===== src/rtl/button_debouncer.sv =====
// button_debouncer: synchronises four raw push-buttons and filters contact bounce into clean levels plus one-cycle press/release pulses.
// Define BTN_DEBOUNCE_RELEASE_PULSE_EN to build the release-pulse registers; otherwise btn_release is tied to 4'b0000.
module button_debouncer #(
   parameter int STABLE_CYCLES = 1000000,
   parameter int SYNC_STAGES   = 2
) (
   input  logic       clk,
   input  logic       rst_n,
   input  logic       btn0,
   input  logic       btn1,
   input  logic       btn2,
   input  logic       btn3,
   output logic [3:0] btn_level,
   output logic [3:0] btn_press,
   output logic [3:0] btn_release
);

   localparam int CW = $clog2(STABLE_CYCLES + 1);
   localparam logic [CW-1:0] LAST = CW'(STABLE_CYCLES - 1);

   typedef enum logic [1:0] {
      LOW_STABLE,
      RISE_CHECK,
      HIGH_STABLE,
      FALL_CHECK
   } state_t;

   logic [3:0] raw;
   assign raw = {btn3, btn2, btn1, btn0};

   for (genvar i = 0; i < 4; i++) begin : g_btn
      logic [SYNC_STAGES-1:0] sync;
      logic [CW-1:0]          cnt;
      state_t                 state;
      logic                   level_q;
      logic                   press_q;
      logic                   synced;
      logic                   done;

      assign synced = sync[SYNC_STAGES-1];
      // The counter already holds the sample taken on entry, so the next agreeing sample completes qualification.
      assign done   = (cnt >= LAST);

`ifdef BTN_DEBOUNCE_RELEASE_PULSE_EN
      logic release_q;
`endif

      always_ff @(posedge clk or negedge rst_n) begin
         if (!rst_n) begin
            sync    <= '0;
            state   <= LOW_STABLE;
            cnt     <= '0;
            level_q <= 1'b0;
            press_q <= 1'b0;
`ifdef BTN_DEBOUNCE_RELEASE_PULSE_EN
            release_q <= 1'b0;
`endif
         end else begin
            sync    <= {sync[SYNC_STAGES-2:0], raw[i]};
            press_q <= 1'b0;
`ifdef BTN_DEBOUNCE_RELEASE_PULSE_EN
            release_q <= 1'b0;
`endif
            case (state)
               LOW_STABLE: begin
                  if (synced) begin
                     state <= RISE_CHECK;
                     cnt   <= CW'(1);
                  end
               end
               RISE_CHECK: begin
                  if (!synced) begin
                     state <= LOW_STABLE;
                     cnt   <= '0;
                  end else if (done) begin
                     state   <= HIGH_STABLE;
                     cnt     <= '0;
                     level_q <= 1'b1;
                     press_q <= 1'b1;
                  end else begin
                     cnt <= cnt + CW'(1);
                  end
               end
               HIGH_STABLE: begin
                  if (!synced) begin
                     state <= FALL_CHECK;
                     cnt   <= CW'(1);
                  end
               end
               FALL_CHECK: begin
                  if (synced) begin
                     state <= HIGH_STABLE;
                     cnt   <= '0;
                  end else if (done) begin
                     state   <= LOW_STABLE;
                     cnt     <= '0;
                     level_q <= 1'b0;
`ifdef BTN_DEBOUNCE_RELEASE_PULSE_EN
                     release_q <= 1'b1;
`endif
                  end else begin
                     cnt <= cnt + CW'(1);
                  end
               end
               default: begin
                  state <= LOW_STABLE;
                  cnt   <= '0;
               end
            endcase
         end
      end

      assign btn_level[i] = level_q;
      assign btn_press[i] = press_q;
`ifdef BTN_DEBOUNCE_RELEASE_PULSE_EN
      assign btn_release[i] = release_q;
`else
      assign btn_release[i] = 1'b0;
`endif
   end

endmodule


===== config.mk =====
export PLATFORM = sky130hd
export DESIGN_NAME = button_debouncer
export DESIGN_NICKNAME = d
export VERILOG_FILES = /design/src/rtl/button_debouncer.sv
export SDC_FILE = /design/constraint.sdc
export NUM_CORES = 1
export LEC_CHECK = 0
export BUFFER_PORTS_ARGS = -buffer_cell sky130_fd_sc_hd__clkbuf_2
export CAP_MARGIN = 20
export CELL_PAD_IN_SITES_DETAIL_PLACEMENT = 0
export CELL_PAD_IN_SITES_GLOBAL_PLACEMENT = 2
export CORE_ASPECT_RATIO = 1.2
export CORE_MARGIN = 2
export CORE_UTILIZATION = 35
export DETAILED_ROUTE_END_ITERATION = 10
export HOLD_SLACK_MARGIN = 0.08
export PLACE_DENSITY = 0.8
export SLEW_MARGIN = 20
export SYNTH_ARGS = -nofsm -noshare
export SYNTH_HDL_FRONTEND = slang
export SYNTH_SLANG_ARGS = --single-unit
export TNS_END_PERCENT = 20

===== constraint.sdc =====
create_clock -name clk -period 2 [get_ports clk]
set_input_delay 0.2 -clock clk [delete_from_list [all_inputs] [get_ports clk]]
set_output_delay 0.2 -clock clk [all_outputs]
set_load 0.02 [all_outputs]

==> flow_summary.toml <==
[run_status]
status = "finished with violations"
violations = "negative setup slack"

[hold_path]
hold_class = "primary input to async pin"

[floorplanning]
die_w_um = 122
boundaryPins = 18
initial_core_util = 0.359
dieHeight_um = 146
rows = 51
die_area_um2 = 17800
core_area_um2 = 16300

[finish]
area_growth_pct = 22.0
layout-drive-gt1-share = 0.221
fin_nets = 720
antenna_cells = 0
post-route-util = 0.438
final_cell_area_um2 = 7160

[power]
power_mw = 5.06
vdd_ir_drop_max_mv = 0.377
p_int_mw = 3.64
comb_power_share = 0.156
p_switching_mw = 1.42
switching_share = 0.281
p_leak_nw = 3.16
p_per_area_nw_per_um2 = 708
p_clk_frac = 0.373
p_seq_frac = 0.471

[route]
drcViolationCount = 0
vias_per_cell = 5.72
drtIter0Drc = 273
ant_nets = 0
vias = 5298
wl_per_cell_um = 15.7
dr.pass1.iters = 5
wirelength_um = 14600

[timing]
worst_slew_pin_slew_ps = 1020
fmax_mhz = 495
timing.hold.ws_ps = 308
timing.slew.headroom = 0.320
fin_worst_skew_ps = 8.81
rsz0062_at_grt = "yes"
min_period_ps = 2020
finalHoldViolCount = 0
final.setup.tns_ps = -24.7
setup_viol = 2
worst_slack_ps = -19.3
slew_violations = 0
period_share = 1.01

[place]
place_area_um2 = 6640
portBuffers = 13
dp_hpwl_um = 10300
gp_congestion = 0.815

[yosys]
synth_top_family_by_area = "compound AO/OA/AOI/OAI gates"
seq_area_frac_synth = 0.444
yosys.area_share.simple = 0.218
syn-cell-area_um2 = 5870
ys.warnings.count = 0
synth_compound_area_frac = 0.253
synthArstFlopShare = 1.00
synthAdderAreaFrac = 0.00853
avgSynthCellArea_um2 = 9.25
synth_ff_type = "dfrtp_1"
synth_xor_area_frac = 0.0119
synth.distinct_cells = 65
muxShareOfSynthArea = 0.0134
ys_ff_latch = 104
synth_edf_count = 0
synth_cells = 634

[global_routing]
grt_pass1_wl_um = 24700
grt_max_degree = 39
busiest_layer = "met2"
overflow = 0
grtUsageMet1 = 0.219
antenna_found_initial = 0
grt_usage = 0.171
met3_usage = 0.0325
grt_pass1_vias = 5298
grtUsageMet2 = 0.278

[clock_network]
cts_root_buf = "clkbuf_16"
clk_latency_ps = 360
htree_levels = 3
cts_tree = "built"
clkSlewWorstSetupHoldPaths_ps = 70
cts_made_buffers = 9
clockBufferDepth = 2
clock-sinks = 104

[worst_setup_path]
rrSetupSlack_ps = -20
critical_path.endpoint_type = "register"
crit_arrival_ps = 2270
startpoint_type = "register"
reg2reg_from = "g_btn[1].cnt[0]"
cp_max_fo = 4
cp.required_ps = 2250
reg2reg_depth = 7
criticalPathCategory = "register to register"

[flow_run]
maxCapViolations = 0
## stage by stage
| stage | std cells | setup slack, ps |
|---|---|---|
| 2_1_floorplan | 637 | -30.8 |
| 3_3_place_gp | 902 | -41.5 |
| 3_5_place_dp | 902 | -56.0 |
| 4_1_cts | 923 | -26.3 |
| 5_1_grt | 927 | -92.8 |
| 6_report | 927 | -19.3 |
## flip-flops by register name, indices dropped and copies added, names as in the netlist, named ones only
register       cells
g_btn.state        4
g_btn.cnt         80
g_btn.level_q      4
g_btn.press_q      4
g_btn.sync         8
## routing by layer
layer	routed length (um)	vias up
li1	-	2569
met1	6700	2598
met2	7070	104
met3	495	27
met4	318	0
met5	0	-
## cells by family after synthesis
| family | count (synthesis) |
|---|---|
| buffers and inverters | 60 |
| other | 1 |
| adders and majority gates | 4 |
| DFF | 104 |
| and+or+nand+nor | 242 |
| muxes | 7 |
| xor gates and xnor gates | 8 |
| AOI/OAI and AO/OA | 208 |
## critical path, cell delays in order (launching register included)
cell and delay (ps):
dfrtp_1 390, ha_2 200, and4_4 190, a2111o_1 410, buf_6 140, a21oi_4 180, nor2_2 90, mux2_4 300
## power by group through the flow
stage	Sequential [mW]	Combinational (mW)	Clock (mW)
CTS	2.38	0.764	1.95
global placement	2.41	0.729	0
global route	2.41	0.875	2.03
finish	2.39	0.788	1.89
detailed placement	2.42	0.751	0
floorplan	2.40	0.421	0
## cells in the mapped netlist, drive strengths merged (7+ instances only)
cell    number  area share
and4         9       0.014
nor3        16       0.015
a211o        7       0.010
nand4       17       0.019
a22o        11       0.016
and3        17       0.018
inv         19       0.012
nor2        35       0.023
a31oi       50       0.053
nor4         7      0.0085
buf         27       0.030
nand3       34       0.029
nand3b       7      0.0090
clkbuf      14      0.0090
dfrtp      104        0.44
a21oi       26       0.023
and2        10       0.011
o21ai       24       0.020
a211oi      15       0.019
o211ai      15       0.020
a21o        12       0.015
nand2       64       0.041
## layout make-up
type / count / area [um^2]
well taps: 212 / 265
repair buffers: 102 / 801
clock buffers: 11 / 253
multi-input cells: 474 / 3100
flip-flops and latches: 104 / 2600
fillers: 1632 / 9180
clock inverters: 5 / 63.8
inverters: 19 / 71.3
## repair_timing
action                     CTS  global route
gates resized for setup      6            19
hold buffers                 5             0
setup endpoints to repair   19            43
pin swaps                    4             5
hold endpoints to repair    28             0
buffers inserted             0             3
cloned                       0             1
## placed cells by master (no fill, tap or decap), types with 5 or more instances in the layout
master | netlist | layout
nand3_1 | 34 | 33
dfrtp_1 | 104 | 104
o211ai_1 | 14 | 14
inv_1 | 19 | 19
or3_1 | 6 | 6
and4_1 | 8 | 8
a21o_1 | 12 | 10
a211oi_1 | 15 | 14
clkbuf_2 | 0 | 12
buf_4 | 15 | 78
o21ai_0 | 24 | 24
nor4_1 | 6 | 5
nand4_1 | 16 | 16
clkbuf_16 | 0 | 9
a211o_1 | 7 | 7
dlygate4sd3_1 | 0 | 5
a21oi_1 | 24 | 21
nand2_1 | 64 | 64
nor2_1 | 34 | 33
and2_1 | 9 | 9
a31o_2 | 6 | 6
nand3b_1 | 7 | 7
a22o_1 | 11 | 11
nor3_1 | 15 | 15
a31oi_1 | 50 | 50
and3_1 | 17 | 17
## worst max-delay path by stage
stage / to / start
floorplan: register / g_btn[2].cnt[0]
global placement: g_btn[2].cnt[12] / g_btn[2].cnt[0]
detailed placement: g_btn[2].cnt[14] / g_btn[2].cnt[0]
CTS: register / g_btn[1].cnt[0]
global route: register / g_btn[1].cnt[0]
finish: register / g_btn[1].cnt[0]
Note: power is estimated with default switching activity, not from simulation.
